--- src/rtl/audio_pkg.sv ---
// Shared audio definitions for the output stage: sample widths, frame geometry,
// the stereo sample-pair record and I2S word-select encodings.
package audio_pkg;

    localparam int SAMPLE_W    = 16;
    localparam int FRAME_SLOTS = 32;
    localparam int SLOT_W      = $clog2(FRAME_SLOTS);

    localparam logic I2S_LEFT  = 1'b0;
    localparam logic I2S_RIGHT = 1'b1;

    typedef struct packed {
        logic signed [SAMPLE_W-1:0] left;
        logic signed [SAMPLE_W-1:0] right;
    } sample_pair_t;

    // Word select runs one slot ahead of the data it qualifies.
    function automatic logic slot_ws(input logic [SLOT_W-1:0] slot);
        return (slot >= SLOT_W'(15) && slot <= SLOT_W'(30)) ? I2S_RIGHT : I2S_LEFT;
    endfunction

endpackage

--- src/rtl/i2s_tx_if.sv ---
// Sample-pair valid/ready handshake between the filter datapath and the I2S transmitter.
interface i2s_tx_if;
    import audio_pkg::*;

    logic [SAMPLE_W-1:0] left_in;
    logic [SAMPLE_W-1:0] right_in;
    logic                sample_valid;
    logic                sample_ready;

    modport master (output left_in, output right_in, output sample_valid, input sample_ready);
    modport slave  (input left_in, input right_in, input sample_valid, output sample_ready);

endinterface

--- src/rtl/i2s_bclk_gen.sv ---
// Bit-clock divider: toggles bclk every CLK_DIV system clocks and strobes
// fall_evt_o on the clk edge where bclk goes from 1 to 0.
module i2s_bclk_gen #(
    parameter int CLK_DIV = 8
) (
    input  logic clk,
    input  logic rst,
    output logic bclk_o,
    output logic fall_evt_o
);

    if (CLK_DIV < 2) begin : g_bad_div
        $error("i2s_bclk_gen: CLK_DIV must be at least 2");
    end

    localparam int CNT_W = $clog2(CLK_DIV);

    logic [CNT_W-1:0] div_cnt_q, div_cnt_d;
    logic             bclk_q, bclk_d;
    logic             wrap;

    assign wrap = (div_cnt_q == CNT_W'(CLK_DIV - 1));

    always_comb begin
        div_cnt_d = div_cnt_q + 1'b1;
        bclk_d    = bclk_q;
        if (wrap) begin
            div_cnt_d = '0;
            bclk_d    = ~bclk_q;
        end
    end

    always_ff @(posedge clk or posedge rst) begin
        if (rst) begin
            div_cnt_q <= '0;
            bclk_q    <= 1'b0;
        end else begin
            div_cnt_q <= div_cnt_d;
            bclk_q    <= bclk_d;
        end
    end

    // Combinational so the top updates its outputs on the very edge bclk falls.
    assign fall_evt_o = wrap & bclk_q;
    assign bclk_o     = bclk_q;

endmodule

--- src/rtl/i2s_tx.sv ---
// Philips I2S transmitter: one-deep sample-pair holding register feeding a
// 32-slot frame shifter; silence and an underflow pulse when a frame starts empty.
module i2s_tx
    import audio_pkg::*;
#(
    parameter int CLK_DIV = 8,
    parameter int WIDTH   = SAMPLE_W
) (
    input  logic     clk,
    input  logic     rst,
    i2s_tx_if.slave  s_if,
    output logic     bclk,
    output logic     lrclk,
    output logic     sdata,
    output logic     underflow
);

    if (WIDTH != SAMPLE_W) begin : g_bad_width
        $error("i2s_tx: WIDTH must equal SAMPLE_W");
    end

    logic fall_evt;

    i2s_bclk_gen #(.CLK_DIV(CLK_DIV)) u_bclk_gen (
        .clk        (clk),
        .rst        (rst),
        .bclk_o     (bclk),
        .fall_evt_o (fall_evt)
    );

    logic [SLOT_W-1:0]  slot_q, slot_d;
    logic               full_q, full_d;
    logic               ready_q, ready_d;
    sample_pair_t       hold_q, hold_d;
    logic [2*WIDTH-1:0] shift_q, shift_d;
    logic               lrclk_q, lrclk_d;
    logic               sdata_q, sdata_d;
    logic               uf_q, uf_d;
    logic               handshake;
    logic               frame_start;

    assign handshake   = s_if.sample_valid & ready_q;
    assign frame_start = fall_evt & (slot_q == SLOT_W'(FRAME_SLOTS - 1));

    always_comb begin
        slot_d  = slot_q;
        full_d  = full_q;
        hold_d  = hold_q;
        shift_d = shift_q;
        lrclk_d = lrclk_q;
        sdata_d = sdata_q;
        uf_d    = 1'b0;

        if (fall_evt) begin
            slot_d  = slot_q + 1'b1;
            shift_d = {shift_q[2*WIDTH-2:0], 1'b0};
            // The load decision looks at the pre-edge full flag, so a pair
            // arriving on this same edge waits for the next frame.
            if (frame_start) begin
                if (full_q) begin
                    shift_d = hold_q;
                    full_d  = 1'b0;
                end else begin
                    shift_d = '0;
                    uf_d    = 1'b1;
                end
            end
            sdata_d = shift_d[2*WIDTH-1];
            lrclk_d = slot_ws(slot_d);
        end

        if (handshake) begin
            full_d       = 1'b1;
            hold_d.left  = s_if.left_in;
            hold_d.right = s_if.right_in;
        end

        ready_d = ~full_d;
    end

    always_ff @(posedge clk or posedge rst) begin
        if (rst) begin
            slot_q  <= SLOT_W'(FRAME_SLOTS - 1);
            full_q  <= 1'b0;
            ready_q <= 1'b1;
            hold_q  <= '0;
            shift_q <= '0;
            lrclk_q <= I2S_LEFT;
            sdata_q <= 1'b0;
            uf_q    <= 1'b0;
        end else begin
            slot_q  <= slot_d;
            full_q  <= full_d;
            ready_q <= ready_d;
            hold_q  <= hold_d;
            shift_q <= shift_d;
            lrclk_q <= lrclk_d;
            sdata_q <= sdata_d;
            uf_q    <= uf_d;
        end
    end

    assign s_if.sample_ready = ready_q;
    assign lrclk             = lrclk_q;
    assign sdata             = sdata_q;
    assign underflow         = uf_q;

endmodule

--- src/flat_wrapper.sv ---
// flat-port wrapper written by rule: the top's interface ports become plain ports
module i2s_tx_flat import audio_pkg::*;
#(
    parameter int CLK_DIV = 8,
    parameter int WIDTH   = SAMPLE_W
)
  (clk, rst, bclk, lrclk, sdata, underflow, s_if_left_in, s_if_right_in, s_if_sample_valid, s_if_sample_ready);
  i2s_tx_if s_if_i ();
  input  logic clk;
  input  logic rst;
  output logic bclk;
  output logic lrclk;
  output logic sdata;
  output logic underflow;
  input wire logic [$bits(s_if_i.left_in)-1:0] s_if_left_in;
  input wire logic [$bits(s_if_i.right_in)-1:0] s_if_right_in;
  input wire logic [$bits(s_if_i.sample_valid)-1:0] s_if_sample_valid;
  output wire logic [$bits(s_if_i.sample_ready)-1:0] s_if_sample_ready;
  assign s_if_i.left_in = s_if_left_in;
  assign s_if_i.right_in = s_if_right_in;
  assign s_if_i.sample_valid = s_if_sample_valid;
  assign s_if_sample_ready = s_if_i.sample_ready;
  i2s_tx #(.CLK_DIV(CLK_DIV), .WIDTH(WIDTH)) u_core (.clk(clk), .rst(rst), .s_if(s_if_i), .bclk(bclk), .lrclk(lrclk), .sdata(sdata), .underflow(underflow));
endmodule
--- config.mk ---
export PLATFORM = sky130hd
export DESIGN_NAME = i2s_tx_flat
export DESIGN_NICKNAME = d
export VERILOG_FILES = /design/src/rtl/audio_pkg.sv /design/src/rtl/i2s_tx_if.sv /design/src/rtl/i2s_bclk_gen.sv /design/src/rtl/i2s_tx.sv /design/src/flat_wrapper.sv
export SDC_FILE = /design/constraint.sdc
export NUM_CORES = 1
export LEC_CHECK = 0
export ABC_CLOCK_PERIOD_IN_PS = 2700
export CAP_MARGIN = 0
export CORE_MARGIN = 3
export CORE_UTILIZATION = 50
export CTS_CLUSTER_SIZE = 12
export DETAILED_ROUTE_END_ITERATION = 7
export DONT_BUFFER_PORTS = 1
export MAX_ROUTING_LAYER = met4
export PLACE_DENSITY = 0.73
export SYNTH_ARGS = -nofsm -noshare
export SYNTH_HDL_FRONTEND = slang
export SYNTH_SLANG_ARGS = --single-unit
--- constraint.sdc ---
create_clock -name clk -period 2.7 [get_ports clk]
set_input_delay 0.675 -clock clk [delete_from_list [all_inputs] [get_ports clk]]
set_output_delay 0.675 -clock clk [all_outputs]
set_load 0.02 [all_outputs]
# ---- Word level (Yosys, flattened, before mapping)
# Cells that the tools add are included.
dict set report totals {
  register_bits 77
  latch_bits 0
  mem_bits_rw 0
  romBits 0
  inputBits 35
  elab_cells 33
  memories 0
}
dict set report classes {
  add_sub_neg 2
  multipliers 0
  n_div 0
  order_cmp 2
  eq_ne 2
  n_shift 0
  n_mux 10
  bitwise 5
  reduce_logical 1
}
# cell count
set op_table {}
lappend op_table {{$mux 32} 2}
lappend op_table {{$mux 1} 7}
lappend op_table {{$add 5x1->5 const B} 1}
lappend op_table {{$eq 5x5->1 const B} 1}
lappend op_table {{$ge 5x4->1 const B} 1}
lappend op_table {{$le 5x5->1 const B} 1}
lappend op_table {{$add 3x1->3 const B} 1}
lappend op_table {{$and 1x1->1} 3}
lappend op_table {{$eq 3x3->1 const B} 1}
lappend op_table {{$mux 3} 1}
lappend op_table {{$not 1->1} 2}
lappend op_table {{$logic_and 1x1->1} 1}

# ---- Depth between registers and ports, before layout
dict set report depth {
  ltp_word 7
  mapped_depth 8
}

# ---- By module
# Synthesis repeated with hierarchy kept, for this count alone.
dict set report unflattened {
  cells_unflattened 298
  area_unflattened_um2 3340.7
}
# module instances cells_each area_each_um2 seq_area_each_um2
set modules_own_cells {}
lappend modules_own_cells {i2s_tx 1 288 3191.8 1834.3}
lappend modules_own_cells {i2s_bclk_gen 1 10 148.9 100.1}

# ---- Worst setup path before layout
# OpenSTA, ideal clock, no wires.
dict set report synth_timing {
  path_kind {register to register}
  start {register u_core.slot_q[0]}
  end {register u_core.shift_q[12]}
  arrival_time_ns 1.789
  slack_ns 0.774
  path_stages_with_launch 9
  n_path_buf 2
  cell_sequence {dfstp_2 -> ha_1 -> and3_2 -> ha_1 -> buf_2 -> clkbuf_1 -> nor2b_1 -> a31oi_1 -> a21oi_1}
}
dict set report synth_between {
  elab_chain_len 3
}
# item line
set synth_lines {}
lappend synth_lines {{from (decl)} i2s_tx.sv:31} ;# logic [SLOT_W-1:0] slot_q, slot_d;
lappend synth_lines {{from (signal assigned)} i2s_tx.sv:83} ;# slot_q <= SLOT_W'(FRAME_SLOTS - 1);
lappend synth_lines {{from (signal assigned)} i2s_tx.sv:92} ;# slot_q <= slot_d;
lappend synth_lines {{$eq 5x5->1} i2s_tx.sv:43} ;# assign frame_start = fall_evt & (slot_q == SLOT_W'(FRAME_SLOTS - 1));
lappend synth_lines {{$and 1x1->1} i2s_tx.sv:43}
lappend synth_lines {{$mux 32} i2s_tx.sv:59} ;# if (frame_start) begin
lappend synth_lines {{to (signal assigned)} i2s_tx.sv:96} ;# shift_q <= shift_d;
lappend synth_lines {{to (decl)} i2s_tx.sv:35} ;# logic [2*WIDTH-1:0] shift_q, shift_d;
# Every way passes these cells.
# A chain may end at the register's enable or synchronous reset.

# ---- Final worst setup path
dict set report layout_timing {
  start {register u_core.slot_q[0]}
  end {register u_core.shift_q[19]}
}
# The elaborated chain is that of the path after synthesis.

==> metrics <==
status finished, final reports clean; most frequent cells after synthesis 71 x dfrtp_1, 35 x nor2_1, 34 x mux2_2; worst hold path type primary input to asynchronous set/reset pin; GP Congestion 0.8111; Critical Setup Path Class flip-flop to flip-flop; H-tree Lvls 3; First DRT Iteration DRCs 104; IO Count 40; setup bufs post-CTS 0; Clock Skew 0.007877 ns; post-cts hold buffer count 0; IO buf count 0; CTS tree built; fin. max-slew vios 0; share of cells above drive strength 1 0.2300; TritonCTS Sinks 77; mean post-synth cell area 11.26 um2; post-DR wirelength/cell 14.94 um; Ys Warns 0; initial antenna violation count 1; Slew headroom 0.5863; R2R setup slack 0.71 ns; RSZ-0062 raised after global routing false; top_reg_cell synth dfrtp_1; Tcrit/Tclk final 0.7378; Static Leak 1.790 nW; Core Rows 29; Final Hold Viols 0; top-count cell post-synth dfrtp_1; EDFF count, synth 0; total congestion overflow 0; minimum clock period 1.992 ns; Tot GR Track Use 0.1631; Worst setup SP type flip-flop; synthesized flop and latch total 77; core area 6422 um2; synthesized area 3354 um2; Worst Path Required 2.91 ns; origin of the critical flop-to-flop path u_core.slot_q[0]; DRC 0; maxcap violations 0; die height 87.91 um; nets 336; post-placement cell area 3446 um2; number of distinct library cells after synthesis 27; biggest area consumer among synthesized cells dfrtp_1; DRT antenna net count 0; Worst-Skew Late Latency 0.34 ns; syn_nets 339; Post-synth ARST share 1.000; pin count of the biggest net entering global routing 36; first-pass GRT wire length 9425 um; Routed WL 5646 um; FILL cells 553; Clock Root Buffer clkbuf_8; Avg Vias per Cell 5.569; sequential cell area fraction in the yosys report 0.5767; fmax 502.0 MHz; Synth Instances 298; pwr dens 554.2 nW/um2; cts bufs inserted 9; maximum VDD drop 0.3852 mV; die area 7728 um2; drt first pass iters 4; design area 3642 um2; crit path DAT 2.20 ns; clk slew on worst S/H paths 0.07 ns; CP Max Fanout 35; worst slew pin tran 0.6196 ns; Die X 87.91 um; Synth top area share 0.5297; Worst Setup End Kind flip-flop; vias in the first global route 2096; largest cells by area after synthesis dfrtp_1 53%, mux2_2 11%, a31oi_1 5.8%, nor2b_1 5.6%, a21oi_1 4.8%; deepest clock path buffer count 2; Area growth syn-to-layout 8.579%; DR vias 2105; Post-CTS Resized 0; post-route setup TNS 0 ns; DPL Wire Length 3819 um; setup violators final 0; Initial Util 0.5223; Crit. Startpoint u_core.slot_q[0]
-- worst max-delay path: stages (launching register included) --
cell     delay, ns
dfstp_2       0.58
ha_1          0.25
and3_2        0.20
ha_2          0.17
buf_4         0.31
nor2b_1       0.08
a31oi_1       0.16
a21oi_1       0.09
-- final timing paths --
path	end	cells after the start
worst max-delay path	u_core.shift_q[19]	7
worst min-delay path	u_core.shift_q[16]	1
worst max register to register	u_core.shift_q[19]	7
worst min register to register	u_core.u_bclk_gen.div_cnt_q[0]	1
max in group asynchronous	u_core.u_bclk_gen.div_cnt_q[1]	3
min in group clk	u_core.u_bclk_gen.div_cnt_q[0]	1
-- kinds of logic after synthesis --
| logic type | count (synthesis) | share of synthesized area |
|---|---|---|
| fa+ha+maj | 6 | 0.02238 |
| flops | 77 | 0.5766 |
| mux | 35 | 0.1171 |
| simple gates | 79 | 0.1167 |
| xor+xnor | 4 | 0.01045 |
| buf+inv | 27 | 0.03469 |
| compound gates | 70 | 0.1220 |
-- metrics by stage --
| step | std cells | util | setup WS (ns) | hold WS, ns | power [mW] |
|---|---|---|---|---|---|
| floorplan | 298 | - | 0.06825 | 0.4031 | 1.192 |
| global placement | 361 | 0.5365 | 0.7958 | 0.4149 | 1.206 |
| detailed placement | 361 | 0.5365 | 0.7264 | 0.4171 | 1.206 |
| CTS | 377 | 0.5667 | 0.7060 | 0.3050 | 2.050 |
| global route | 378 | 0.5671 | 0.5631 | 0.3238 | 2.101 |
| finish | 378 | 0.5671 | 0.7079 | 0.2917 | 2.019 |
-- sequential cells by signal, indices dropped and copies added (netlist names) --
register                     flops
u_core.s_if.sample_ready         1
u_core.lrclk                     1
u_core.u_bclk_gen.div_cnt_q      3
u_core.underflow                 1
u_core.full_q                    1
u_core.u_bclk_gen.bclk_o         1
u_core.slot_q                    5
u_core.shift_q                  31
u_core.sdata                     1
u_core.hold_q                   32
-- metal layers --
layer  vias to the layer above  GRT usage  part of all wire
li1                       1028          -                 -
met1                      1016     0.1887              0.44
met2                        51     0.2644              0.50
met3                        10    0.04798             0.042
met4                         0    0.06974             0.017
met5                         -          -                 0
-- report_power, final --
part	internal, mW	switching, mW	total [mW]
clock network	0.451	0.385	0.837
registers	1.15	0	1.15
logic	0.00650	0.0221	0.0286
-- cells in the final DEF, fill, tap and decap left out, types with 3 or more instances in the layout --
cell type / synthesis / routed
nand2_1: 7 / 7
inv_1: 4 / 3
xnor2_1: 3 / 3
dfrtp_1: 71 / 71
buf_4: 0 / 7
nor2_1: 35 / 35
dfstp_2: 6 / 6
mux2_2: 34 / 34
nor2b_1: 30 / 30
clkbuf_8: 0 / 10
ha_1: 6 / 5
a31oi_1: 31 / 31
a21oi_1: 32 / 32
-- layout make-up --
type	instances	area (um2)	share of cell area
timing repair buffer	9	92.59	0.02542
tap	77	96.34	0.02645
inverter	4	15.01	0.004122
clock buffer	12	145.1	0.03985
clock inverter	4	48.80	0.01340
antenna	1	2.502	0.0006870
multi-input combinational	194	1308	0.3590
sequential	77	1934	0.5311
No activity file was read; power rests on OpenSTA's default activity.
